File: src/rtl/list_op_master.sv
// list_op_master: host-side initiator for the list-operation interface.
//
// A host command is accepted on a valid/ready channel and turned into one
// list operation. The operation is a single-cycle list_op_en strobe with
// operands that stay stable. The block waits for list_op_done, then returns
// the list result on a valid/ready response channel. Only one operation is
// outstanding at a time.
//
// Reads and writes with an out-of-range index, and the reserved opcode, are
// rejected locally. These never reach the list.
//
// Build option: define LIST_OP_MASTER_TIMEOUT_EN to add a watchdog on the
// WAIT state. After TIMEOUT_CYCLES cycles with no list_op_done, the block
// aborts the operation. The response then carries rsp_error=1 and an
// all-ones rsp_data marker.

module list_op_master #(
    parameter int  DATA_WIDTH     = 32,
    parameter int  LENGTH         = 8,
    parameter int  TIMEOUT_CYCLES = 1024,
    localparam int LENGTH_WIDTH   = $clog2(LENGTH + 1)
) (
    input  logic                             clk,
    input  logic                             rst,
    // host command channel
    input  logic                             cmd_valid,
    output logic                             cmd_ready,
    input  logic [2:0]                       cmd_op,
    input  logic [DATA_WIDTH-1:0]            cmd_data,
    input  logic [LENGTH_WIDTH-1:0]          cmd_index,
    // host response channel
    output logic                             rsp_valid,
    input  logic                             rsp_ready,
    output logic [LENGTH_WIDTH+DATA_WIDTH-1:0] rsp_data,
    output logic                             rsp_error,
    output logic [2:0]                       rsp_op,
    // list side
    output logic [2:0]                       list_op_sel,
    output logic                             list_op_en,
    output logic [DATA_WIDTH-1:0]            list_data,
    output logic [LENGTH_WIDTH-1:0]          list_index,
    input  logic [LENGTH_WIDTH+DATA_WIDTH-1:0] list_result,
    input  logic                             list_op_done,
    input  logic                             list_op_error,
    // status
    output logic                             busy
);

    localparam int RSP_WIDTH = LENGTH_WIDTH + DATA_WIDTH;

    localparam logic [1:0] S_IDLE  = 2'd0;
    localparam logic [1:0] S_ISSUE = 2'd1;
    localparam logic [1:0] S_WAIT  = 2'd2;
    localparam logic [1:0] S_RESP  = 2'd3;

    localparam logic [2:0] OP_READ  = 3'b000;
    localparam logic [2:0] OP_WRITE = 3'b001;
    localparam logic [2:0] OP_RSVD  = 3'b111;

    localparam logic [LENGTH_WIDTH-1:0] LENGTH_IDX = LENGTH_WIDTH'(LENGTH);

    logic [1:0]              state_q,     state_d;
    logic [2:0]              op_q,        op_d;
    logic [DATA_WIDTH-1:0]   data_q,      data_d;
    logic [LENGTH_WIDTH-1:0] index_q,     index_d;
    logic [RSP_WIDTH-1:0]    rsp_data_q,  rsp_data_d;
    logic                    rsp_error_q, rsp_error_d;
    logic                    cmd_reject;

`ifdef LIST_OP_MASTER_TIMEOUT_EN
    localparam int CNT_WIDTH = $clog2(TIMEOUT_CYCLES + 1);
    localparam logic [CNT_WIDTH-1:0] CNT_LAST = CNT_WIDTH'(TIMEOUT_CYCLES - 1);

    logic [CNT_WIDTH-1:0] wait_cnt_q, wait_cnt_d;
`else
    // TIMEOUT_CYCLES only sizes the watchdog, which this build omits.
    if (TIMEOUT_CYCLES < 1) begin : g_timeout_unused
    end
`endif

    // Reject commands that the list must never see: the reserved opcode, or
    // a read/write whose index is outside the list.
    assign cmd_reject = (cmd_op == OP_RSVD) ||
                        (((cmd_op == OP_READ) || (cmd_op == OP_WRITE)) &&
                         (cmd_index >= LENGTH_IDX));

    // Next-state and datapath decisions for the IDLE/ISSUE/WAIT/RESP sequence.
    always_comb begin
        // NOTE: every variable gets its hold value first, so branches that do
        // not assign it cannot infer a latch.
        state_d     = state_q;
        op_d        = op_q;
        data_d      = data_q;
        index_d     = index_q;
        rsp_data_d  = rsp_data_q;
        rsp_error_d = rsp_error_q;
`ifdef LIST_OP_MASTER_TIMEOUT_EN
        wait_cnt_d  = wait_cnt_q;
`endif
        case (state_q)
            S_IDLE: begin
                if (cmd_valid) begin
                    op_d        = cmd_op;
                    data_d      = cmd_data;
                    index_d     = cmd_index;
                    rsp_data_d  = '0;
                    rsp_error_d = cmd_reject;
                    state_d     = cmd_reject ? S_RESP : S_ISSUE;
                end
            end
            S_ISSUE: begin
                state_d = S_WAIT;
`ifdef LIST_OP_MASTER_TIMEOUT_EN
                wait_cnt_d = '0;
`endif
            end
            S_WAIT: begin
                // If list_op_done and watchdog expiry land in the same
                // cycle, the completion wins.
                if (list_op_done) begin
                    rsp_data_d  = list_result;
                    rsp_error_d = list_op_error;
                    state_d     = S_RESP;
                end
`ifdef LIST_OP_MASTER_TIMEOUT_EN
                else if (wait_cnt_q == CNT_LAST) begin
                    rsp_data_d  = '1;
                    rsp_error_d = 1'b1;
                    state_d     = S_RESP;
                end else begin
                    wait_cnt_d = wait_cnt_q + 1'b1;
                end
`endif
            end
            S_RESP: begin
                if (rsp_ready) begin
                    state_d = S_IDLE;
                end
            end
            default: state_d = S_IDLE;
        endcase
    end

    // State and operand/result registers, cleared by the asynchronous reset.
    always_ff @(posedge clk or posedge rst) begin
        if (rst) begin
            state_q     <= S_IDLE;
            op_q        <= '0;
            data_q      <= '0;
            index_q     <= '0;
            rsp_data_q  <= '0;
            rsp_error_q <= 1'b0;
        end else begin
            // NOTE: non-blocking assignments let every register update from
            // the same pre-edge values, whatever order the statements are in.
            state_q     <= state_d;
            op_q        <= op_d;
            data_q      <= data_d;
            index_q     <= index_d;
            rsp_data_q  <= rsp_data_d;
            rsp_error_q <= rsp_error_d;
        end
    end

`ifdef LIST_OP_MASTER_TIMEOUT_EN
    // WAIT-state watchdog counter.
    always_ff @(posedge clk or posedge rst) begin
        if (rst) begin
            wait_cnt_q <= '0;
        end else begin
            wait_cnt_q <= wait_cnt_d;
        end
    end
`endif

    assign cmd_ready   = (state_q == S_IDLE);
    assign busy        = (state_q != S_IDLE);
    assign list_op_en  = (state_q == S_ISSUE);
    assign rsp_valid   = (state_q == S_RESP);
    assign list_op_sel = op_q;
    assign rsp_op      = op_q;
    assign list_data   = data_q;
    assign list_index  = index_q;
    assign rsp_data    = rsp_data_q;
    assign rsp_error   = rsp_error_q;

endmodule

File: config.mk
export PLATFORM = sky130hd
export DESIGN_NAME = list_op_master
export DESIGN_NICKNAME = d
export VERILOG_FILES = /design/src/rtl/list_op_master.sv
export SDC_FILE = /design/constraint.sdc
export NUM_CORES = 1
export LEC_CHECK = 0
export ABC_AREA = 1
export CAP_MARGIN = 5
export CORE_ASPECT_RATIO = 0.75
export CORE_UTILIZATION = 35
export CTS_BUF_LIST = sky130_fd_sc_hd__clkbuf_16
export CTS_CLUSTER_DIAMETER = 200
export DETAILED_ROUTE_END_ITERATION = 10
export PLACE_DENSITY = 0.72
export SYNTH_ARGS = -nofsm -noshare
export SYNTH_HDL_FRONTEND = slang
export SYNTH_SLANG_ARGS = --single-unit
export TNS_END_PERCENT = 30
File: constraint.sdc
create_clock -name clk -period 5.4 [get_ports clk]
set_input_delay 0.81 -clock clk [delete_from_list [all_inputs] [get_ports clk]]
set_output_delay 0.81 -clock clk [all_outputs]
set_load 0.02 [all_outputs]
# --- Word-level counts from Yosys, hierarchy flattened ---
# Cells that the tools add are included.
op_classes:
  magnitude_cmp: 1
  eq_ne: 8
  muxes: 11
  reduce_logical: 10
op_table:
  columns: ["op", "count"]
  rows:
  - ["36-bit two-way mux", 2]
  - ["36-bit one-hot mux with 2 select lines", 1]
  - ["2-bit two-way mux", 4]
  - ["2-bit one-hot mux with 4 select lines", 1]
  - ["3-bit AND reduction", 2]
  - ["2-bit == test (second input constant)", 2]
  - ["4-bit >= comparator (second input constant)", 1]
  - ["2-bit != test (second input constant)", 2]
  - ["2-bit nonzero test", 2]
  - ["3-bit by 1-bit == test with 1-bit output (second input constant)", 1]
  - ["3-bit == test (second input constant)", 1]
  - ["3-bit logical NOT", 1]
  - ["2-bit by 1-bit == test with 1-bit output (second input constant)", 1]
  - ["2-bit logical NOT", 1]
  - ["1-bit logical OR", 2]
  - ["1-bit two-way mux", 2]
  - ["2-bit by 1-bit != test with 1-bit output (second input constant)", 1]
  - ["1-bit one-hot mux with 2 select lines", 1]
  - ["2-bit AND reduction", 1]
  - ["1-bit logical AND", 1]
totals:
  ff_bits: 78
  in_bits: 81
  out_inout_bits: 83
  elab_cells: 36

# --- Depth between registers and ports, before layout ---
# Gate-level depths: netlist of run 1.
logic_depth:
  ltp_word: 7
  mapped_depth: 9
  depth_no_buf: 8

# --- Worst setup path before layout of run 1 ---
# Ideal clock, no wire load.
synth_path:
  path_kind: "flip-flop to output port"
  from: "register state_q[0]"
  to: "output busy"
  arrival_ns: 0.973
  required_ns: 4.590
  slack_ns: 3.617
  path_stages_with_launch: 4
  n_path_buf: 0
  cell_sequence: "dfrtp_1 inv_1 ha_1 inv_1"
synth_between:
  elab_chain_len: 1
synth_rtl:
  columns: ["item", "line_no", "source"]
  rows:
  - ["start, declared", "62", "logic [1:0] state_q, state_d;"]
  - ["start signal, assigned", "156", "state_q <= state_d;"]
  - ["2-bit nonzero test", "177", "assign busy = (state_q != S_IDLE);"]
  - ["end, declared", "46", "output logic busy"]
# No other way between the ends.

# --- Final worst setup path of run 1 ---
# Same ends and word-level chain as after synthesis.

==> results of run 1 <==
==> worst register-to-register path, delay by kind of cell, from the launching register on <==
family	cells	cell delay (ns)
flops	1	0.41
compound gates	1	0.26
buf+inv	2	0.50
simple gates	2	0.90
fa+ha+maj	1	0.17
==> cells by family after synthesis <==
| family | after synthesis | synth area share, % |
|---|---|---|
| adders and majority gates | 5 | 1.98 |
| DFF | 78 | 61.9 |
| buffers and inverters | 28 | 4.84 |
| muxes | 37 | 13.2 |
| and+or+nand+nor | 98 | 11.9 |
| AOI/OAI and AO/OA | 39 | 6.19 |
==> cell usage in the layout, fill, tap and decap left out, drive strengths merged <==
master         instances
bufinv                 3
clkdlybuf4s50        163
inv                   10
o21ai                 39
clkinv                 1
nand2                 87
mux2                  37
clkinvlp               1
nand3                  6
buf                    4
clkbuf                 9
dfrtp                 78
ha                     5
nor2                   5
==> sequential cells by signal, indices dropped and copies added (netlist names) <==
register	cells
state_q	2
list_index	4
list_op_sel	3
rsp_data	36
rsp_error	1
list_data	32
==> worst min-delay path by stage <==
| stage | startpoint | endpoint | slack [ns] |
|---|---|---|---|
| CTS | rsp_error$_DFFE_PP0P_ | rsp_error$_DFFE_PP0P_ | 0.49 |
| global placement | rsp_data[5]$_DFFE_PP0P_ | rsp_data[5]$_DFFE_PP0P_ | 0.47 |
| global route | rsp_data[10]$_DFFE_PP0P_ | rsp_data[10]$_DFFE_PP0P_ | 0.51 |
| floorplan | state_q[1]$_DFFE_PP0P_ | state_q[1]$_DFFE_PP0P_ | 0.50 |
| detailed placement | rsp_error$_DFFE_PP0P_ | rsp_error$_DFFE_PP0P_ | 0.47 |
| finish | rsp_error$_DFFE_PP0P_ | rsp_error$_DFFE_PP0P_ | 0.48 |
==> cells in the mapped netlist (all sizes together) <==
cell type,count
mux2,37
dfrtp,78
nand2,87
buf,15
nor2,5
clkbuf,3
ha,5
o21ai,39
inv,10
nand3,6
==> final cells by class <==
| cell class | instances | area share [%] |
|---|---|---|
| Timing Repair Buffer | 167 | 32.2 |
| Clock inverter | 5 | 1.96 |
| Inverter | 10 | 0.751 |
| Tap cell | 108 | 2.62 |
| Multi-Input combinational cell | 179 | 20.3 |
| Sequential cell | 78 | 37.8 |
| Clock buffer | 9 | 4.36 |
==> metrics by stage <==
stage	cells	util [%]
after floorplan	285	-
after global placement	542	56.2
after detailed placement	542	56.2
after CTS	556	60.0
after global routing	556	60.0
final	556	60.0
==> power by group through the flow <==
| stage | clock, mW | combinational [mW] | sequential [mW] |
|---|---|---|---|
| CTS | 0.681 | 1.59 | 0.990 |
| detailed placement | 0 | 1.59 | 0.996 |
| global route | 0.700 | 1.69 | 1.02 |
| global placement | 0 | 1.56 | 0.988 |
| floorplan | 0 | 0.601 | 1.28 |
| finish | 0.663 | 1.57 | 0.987 |
==> layer usage <==
layer / vias up / wire, um / part of all wire, % / track usage (%)
met5: - / 0 / 0 / 0
met4: 0 / 91 / 1.2 / 5.90
met3: 11 / 637 / 8.2 / 6.21
met2: 99 / 3580 / 46 / 27.0
met1: 1193 / 3480 / 45 / 22.9
li1: 1242 / - / - / -
==> results.cfg, run 1 <==
[sta]
fin_ws_ns = 2.76
fmax_ghz = 0.378
period_minus_slack_ns = 2.64
drv_slew = 0
worstMarginPinSlew_ns = 0.979
finalHoldViolCount = 0
final-setup-viol-count = 0
holdWs_ns = 0.478
relSlewSlack_pct = 34.5
rsz0062_at_grt = false
fin_setup_tns_ns = 0
fin_crit_sh_pct = 49.0
clock-skew-final_ns = 0.00392

[placed_design]
place_congestion = 0.706
io_buffers = 163
detailed_place.area_mm2 = 0.00484
hpwl_um = 5610
dp_worst_setup_slack_ns = 2.75

[worst_setup_path]
start_kind = register
crit_cells = 4
rr_endpoint = rsp_data[13]$_DFFE_PP0P_
worstPathRequired_ns = 4.59
cp_num_buf_inv = 3
crit_path_end_kind = output port
cp_common_cell = inv_1
path_cells = inv_1 -> ha_1 -> inv_1 -> clkdlybuf4s50_1
reg2reg_from = state_q[0]$_DFFE_PP0P_
crit_fanout = 4
ff2ff_path_depth = 6
cp-startpoint = state_q[0]$_DFFE_PP0P_
cp.arrival_ns = 1.83
critPathTopFamily = buffers and inverters
max_stage_delay_ns = 0.62
worst-setup-path-type = reg -> out
slowest_stage = clkdlybuf4s50_1
endpoint = busy
reg2reg_slack_ns = 3.00

[pwr]
p_comb_share_pct = 48.7
power_mw = 3.22
power.density_mw_per_mm2 = 623
p_sw_share_pct = 36.5
power_switching_mw = 1.17
clkPwrFrac_pct = 20.6
power_frac_seq_pct = 30.7
power_leakage_nw = 2.23
p_int_mw = 2.04
ir_drop_uv = 268

[cts]
tritoncts = done
clk_latency_ns = 0.32
clock_sinks = 78
post_cts_buffers = 0
cts_buffers = 9
cts_repair_resize_count = 0
htreeDepth = 3
clock-root-buffer = clkbuf_16
path_clk_slew_ns = 0.06
cts.path.max_buffers = 2
ctsHoldBuffers = 0

[synthesis]
avgSynthCellArea_um2 = 11.1
ys_seq_area_share_pct = 61.9
ys_seq_elements = 78
synth_warnings = 0
syn_area_mm2 = 0.00315
syn-num-nets = 371
synth_top_area_share_pct = 61.9
netlist_instances = 285
synth.area.top_cells = dfrtp_1, mux2_2, nand2_1
yosysTopAreaCell = dfrtp_1
yosysUniqueCellTypes = 13

[layout]
drive_gt1_share_pct = 12.5
multi_input_area_mm2 = 0.00105
fillers = 763
final_area_mm2 = 0.00516
syn2layout_area_growth_pct = 63.7
n_antenna_cell = 0
nets = 531
register_area_mm2 = 0.00195

[detailed_routing]
avgRoutedWirePerCell_um = 14.0
drc_errors = 12
firstDrtPassIters = 7
vias = 2545
wl_um = 7790
drt_iter0_markers = 113
postRouteAntennaNets = 0
via_per_inst = 4.58

[run]
max_cap_viol_count = 0

[min_path]
hold_path_depth = 2
hold_class = reg -> reg

[global_route]
grt-ovfl-total = 0
track_usage_pct = 17.5
grt_pass1_wl_um = 12800
grt_pass1_vias = 2532
grt_start_max_net_pins = 57
grt_antenna_before_repair = 0

[floorplan]
io_pins = 164
die_y_um = 84.2
core_area_mm2 = 0.00860
dieArea_mm2 = 0.00940
rows = 29
die_x_um = 112
start_util_pct = 36.7

[status]
outcome = complete, but fails checks
violations = DRC
No activity file was read; power rests on OpenSTA's default activity.
==> inputs of run 2 (changes only) <==
clock period = 2.7 ns   (was 5.4 ns; I/O delays follow)
==> results.cfg, run 2 (synthesized netlist as in run 1, its figures left out) <==
[layout]
largest_reg_flops = 36
nets = 533
syn2layout_area_growth_pct = 64.2
layout.cells.most_common_list = clkdlybuf4s50_1, nand2_1, dfrtp_1, o21ai_0, mux2_2
fillers = 749
fin_util_pct = 60.2
drive_gt1_share_pct = 13.3
mostFrequentLayoutCell = clkdlybuf4s50_1
n_antenna_cell = 0
instances_no_fill = 560

[sta]
period_minus_slack_ns = 2.19
fin_setup_tns_ns = 0
worstMarginPinSlew_ns = 0.501
fin_ws_ns = 0.514
fmax_ghz = 0.457
drv_slew = 0
clock-skew-final_ns = 0.00466
final-setup-viol-count = 0
relSlewSlack_pct = 66.6
fin_crit_sh_pct = 81.0
finalHoldViolCount = 0
rsz0062_at_grt = false

[cts]
post_cts_buffers = 0
ctsHoldBuffers = 0
tritoncts = done
clock-root-buffer = clkbuf_16
cts_repair_resize_count = 0
cts.path.max_buffers = 2
cts_buffers = 9
clock_sinks = 78
htreeDepth = 3
path_clk_slew_ns = 0.06
clk_latency_ns = 0.32

[detailed_routing]
via_per_inst = 4.63
firstDrtPassIters = 8
wl_um = 8050
drt_iter0_markers = 114
drc_errors = 12
avgRoutedWirePerCell_um = 14.4
postRouteAntennaNets = 0
vias = 2590

[min_path]
hold_class = in -> async

[run]
max_cap_viol_count = 0

[floorplan]
io_pins = 164
rows = 29
die_y_um = 84.2
die_x_um = 112
dieArea_mm2 = 0.00940
core_area_mm2 = 0.00860
start_util_pct = 36.7

[global_route]
grt_antenna_before_repair = 0
grt_pass1_wl_um = 13300
track_usage_pct = 18.1
grt-ovfl-total = 0
grt_pass1_vias = 2630
grt_start_max_net_pins = 42

[worst_setup_path]
cp.arrival_ns = 1.78
crit_fanout = 4
reg2reg_slack_ns = 0.93
crit_path_end_kind = output port
start_kind = register
worstPathRequired_ns = 2.30
worst-setup-path-type = reg -> out

[placed_design]
io_buffers = 163
dp_worst_setup_slack_ns = 0.814
dp_cells = 544
hpwl_um = 5830
place_congestion = 0.825

[status]
outcome = complete, but fails checks
violations = DRC

[pwr]
ir_drop_uv = 653
power_leakage_nw = 2.24
power.density_mw_per_mm2 = 1230
[run 2: area by class of cell]
class                           instances  area, um^2  share of cell area, %
Sequential cell                        78        1950                   37.7
Clock buffer                            9         225                   4.35
Inverter                               10        38.8                  0.749
Timing Repair Buffer                  169        1690                   32.6
Tap cell                              108         135                   2.61
Clock inverter                          7        90.1                   1.74
Multi-Input combinational cell        179        1050                   20.3
[run 2: layer usage]
layer | routed length [um] | GRT usage, % | vias to the layer above | part of all wire, %
li1 | - | - | 1246 | -
met1 | 3620 | 24.1 | 1222 | 45
met2 | 3660 | 27.6 | 110 | 45
met3 | 630 | 6.64 | 12 | 7.8
met4 | 141 | 5.53 | 0 | 1.8
met5 | 0 | 0 | - | 0
[run 2: critical path: stages (launching register included)]
cell and delay [ns]:
dfrtp_1 0.39, inv_1 0.09, ha_1 0.25, inv_1 0.11
clkdlybuf4s50_1 0.61
[run 2: report_power, final]
part | total (mW) | switching, mW | internal, mW
logic | 3.16 | 1.64 | 1.52
clock network | 1.26 | 0.457 | 0.804
registers | 1.97 | 0.281 | 1.69
[run 2: worst paths after layout]
| check | depth (start not counted) | end | startpoint |
|---|---|---|---|
| worst max-delay path | 4 | busy | state_q[0]$_DFFE_PP0P_ |
| worst min-delay path | 2 | rsp_data[0]$_DFFE_PP0P_ | rst |
| worst max register to register | 5 | list_data[2]$_DFFE_PP0P_ | state_q[0]$_DFFE_PP0P_ |
| worst min register to register | 2 | rsp_error$_DFFE_PP0P_ | rsp_error$_DFFE_PP0P_ |
| max in group asynchronous | 3 | rsp_data[32]$_DFFE_PP0P_ | rst |
| min in group clk | 2 | rsp_error$_DFFE_PP0P_ | rsp_error$_DFFE_PP0P_ |
[run 2: through the flow]
step	cell area, um^2	total power [mW]	hold WS, ns
after global placement	4860	5.11	0.466
final	5180	6.40	0.349
after detailed placement	4860	5.18	0.466
after global routing	5180	6.79	0.382
after CTS	5180	6.48	0.356
after floorplan	3150	3.77	0.499
==> inputs of run 3 (changes only) <==
clock period = 2.2 ns   (was 2.7 ns; I/O delays follow)
==> results.cfg, run 3 (synthesized netlist as in run 1, its figures left out) <==
[detailed_routing]
vias = 2616
drc_errors = 11
drt_iter0_markers = 82
avgRoutedWirePerCell_um = 14.7
firstDrtPassIters = 8
postRouteAntennaNets = 0
wl_um = 8250
via_per_inst = 4.65

[layout]
nets = 537
n_antenna_cell = 0
final_area_mm2 = 0.00523
drive_gt1_share_pct = 13.6
instances_no_fill = 563
layout.cells.most_common_list = clkdlybuf4s50_1, nand2_1, dfrtp_1, o21ai_0, mux2_2
largest_reg_flops = 36
syn2layout_area_growth_pct = 65.7
fillers = 759
mostFrequentLayoutCell = clkdlybuf4s50_1
fin_util_pct = 60.8

[sta]
final-setup-viol-count = 0
drv_slew = 0
rsz0062_at_grt = false
worstMarginPinSlew_ns = 0.581
period_minus_slack_ns = 2.06
finalHoldViolCount = 0
relSlewSlack_pct = 61.2
fin_ws_ns = 0.141
fin_setup_tns_ns = 0
clock-skew-final_ns = 0.00515
fmax_ghz = 0.486
fin_crit_sh_pct = 93.6

[placed_design]
dp_cells = 548
dp_worst_setup_slack_ns = 0.354
io_buffers = 163
detailed_place.area_mm2 = 0.00492
place_congestion = 0.746
hpwl_um = 6060

[cts]
tritoncts = done
post_cts_buffers = 0
htreeDepth = 3
path_clk_slew_ns = 0.06
clock-root-buffer = clkbuf_16
cts_buffers = 9
cts.path.max_buffers = 2
clock_sinks = 78
clk_latency_ns = 0.33

[global_route]
grt_pass1_vias = 2702
grtUsageMet1_pct = 25.2
grt_pass1_wl_um = 13700
grt_busiest_layer = met2
track_usage_pct = 18.8
grt_use_met2_pct = 28.9
grt_antenna_before_repair = 0
grtUsageMet3_pct = 6.50
grt_start_max_net_pins = 35
grt-ovfl-total = 0

[worst_setup_path]
path_cells = inv_1 -> ha_1 -> clkdlybuf4s50_1
worstPathRequired_ns = 1.87
cp.arrival_ns = 1.73
worst-setup-path-type = reg -> out
crit_path_end_kind = output port
cp_num_buf_inv = 2
crit_fanout = 4
max_stage_delay_ns = 0.63
critPathTopFamily = buffers and inverters
start_kind = register
slowest_stage = clkdlybuf4s50_1

[floorplan]
start_util_pct = 36.7
die_y_um = 84.2
die_x_um = 112
dieArea_mm2 = 0.00940
rows = 29
io_pins = 164
core_area_mm2 = 0.00860

[pwr]
ir_drop_uv = 585
power.density_mw_per_mm2 = 1510
power_leakage_nw = 2.27

[run]
max_cap_viol_count = 0

[status]
violations = DRC
outcome = complete, but fails checks

[min_path]
hold_class = in -> async
[run 3: final cells by class]
cell class	count	area, um^2	share of cell area (%)
Tap cell	108	135	2.58
Inverter	10	41.3	0.790
Multi-Input combinational cell	179	1050	20.1
Clock buffer	9	225	4.31
Sequential cell	78	1950	37.3
Clock inverter	6	77.6	1.48
Timing Repair Buffer	173	1750	33.4
[run 3: per-stage QoR]
| stage | hold WS, ns | power [mW] |
|---|---|---|
| floorplan | 0.473 | 4.63 |
| detailed placement | 0.469 | 6.45 |
| global placement | 0.465 | 6.36 |
| CTS | 0.437 | 8.02 |
| finish | 0.423 | 7.91 |
| global route | 0.461 | 8.43 |
[run 3: final timing paths]
path | start | to | slack (ns) | depth (start not counted)
max | state_q[0]$_DFFE_PP0P_ | cmd_ready | 0.14 | 3
min | rst | rsp_data[8]$_DFFE_PP0P_ | 0.42 | 2
min reg2reg | rsp_data[1]$_DFFE_PP0P_ | rsp_data[1]$_DFFE_PP0P_ | 0.48 | 2
max reg2reg | state_q[0]$_DFFE_PP0P_ | list_data[24]$_DFFE_PP0P_ | 0.39 | 5
min in group clk | rsp_data[1]$_DFFE_PP0P_ | rsp_data[1]$_DFFE_PP0P_ | 0.48 | 2
max in group asynchronous | rst | list_data[28]$_DFFE_PP0P_ | 1.21 | 3
[run 3: power by group]
group	switching [mW]	leakage, nW	internal, mW
Sequential	0.349	0.968	2.08
Clock	0.546	0.150	0.974
Combinational	2.04	1.15	1.92
[run 3: timing repair]
action | 4_1_cts | 5_1_grt
hold buffers | 0 | 0
gates resized for setup | 0 | 1
endpoints found under the setup margin | 0 | 1
[run 3: metal layers]
metal	share of wire [%]	routed length [um]	vias up
li1	-	-	1256
met3	6.9	572	9
met2	46	3770	96
met5	0	0	-
met4	0.99	82	0
met1	46	3820	1255
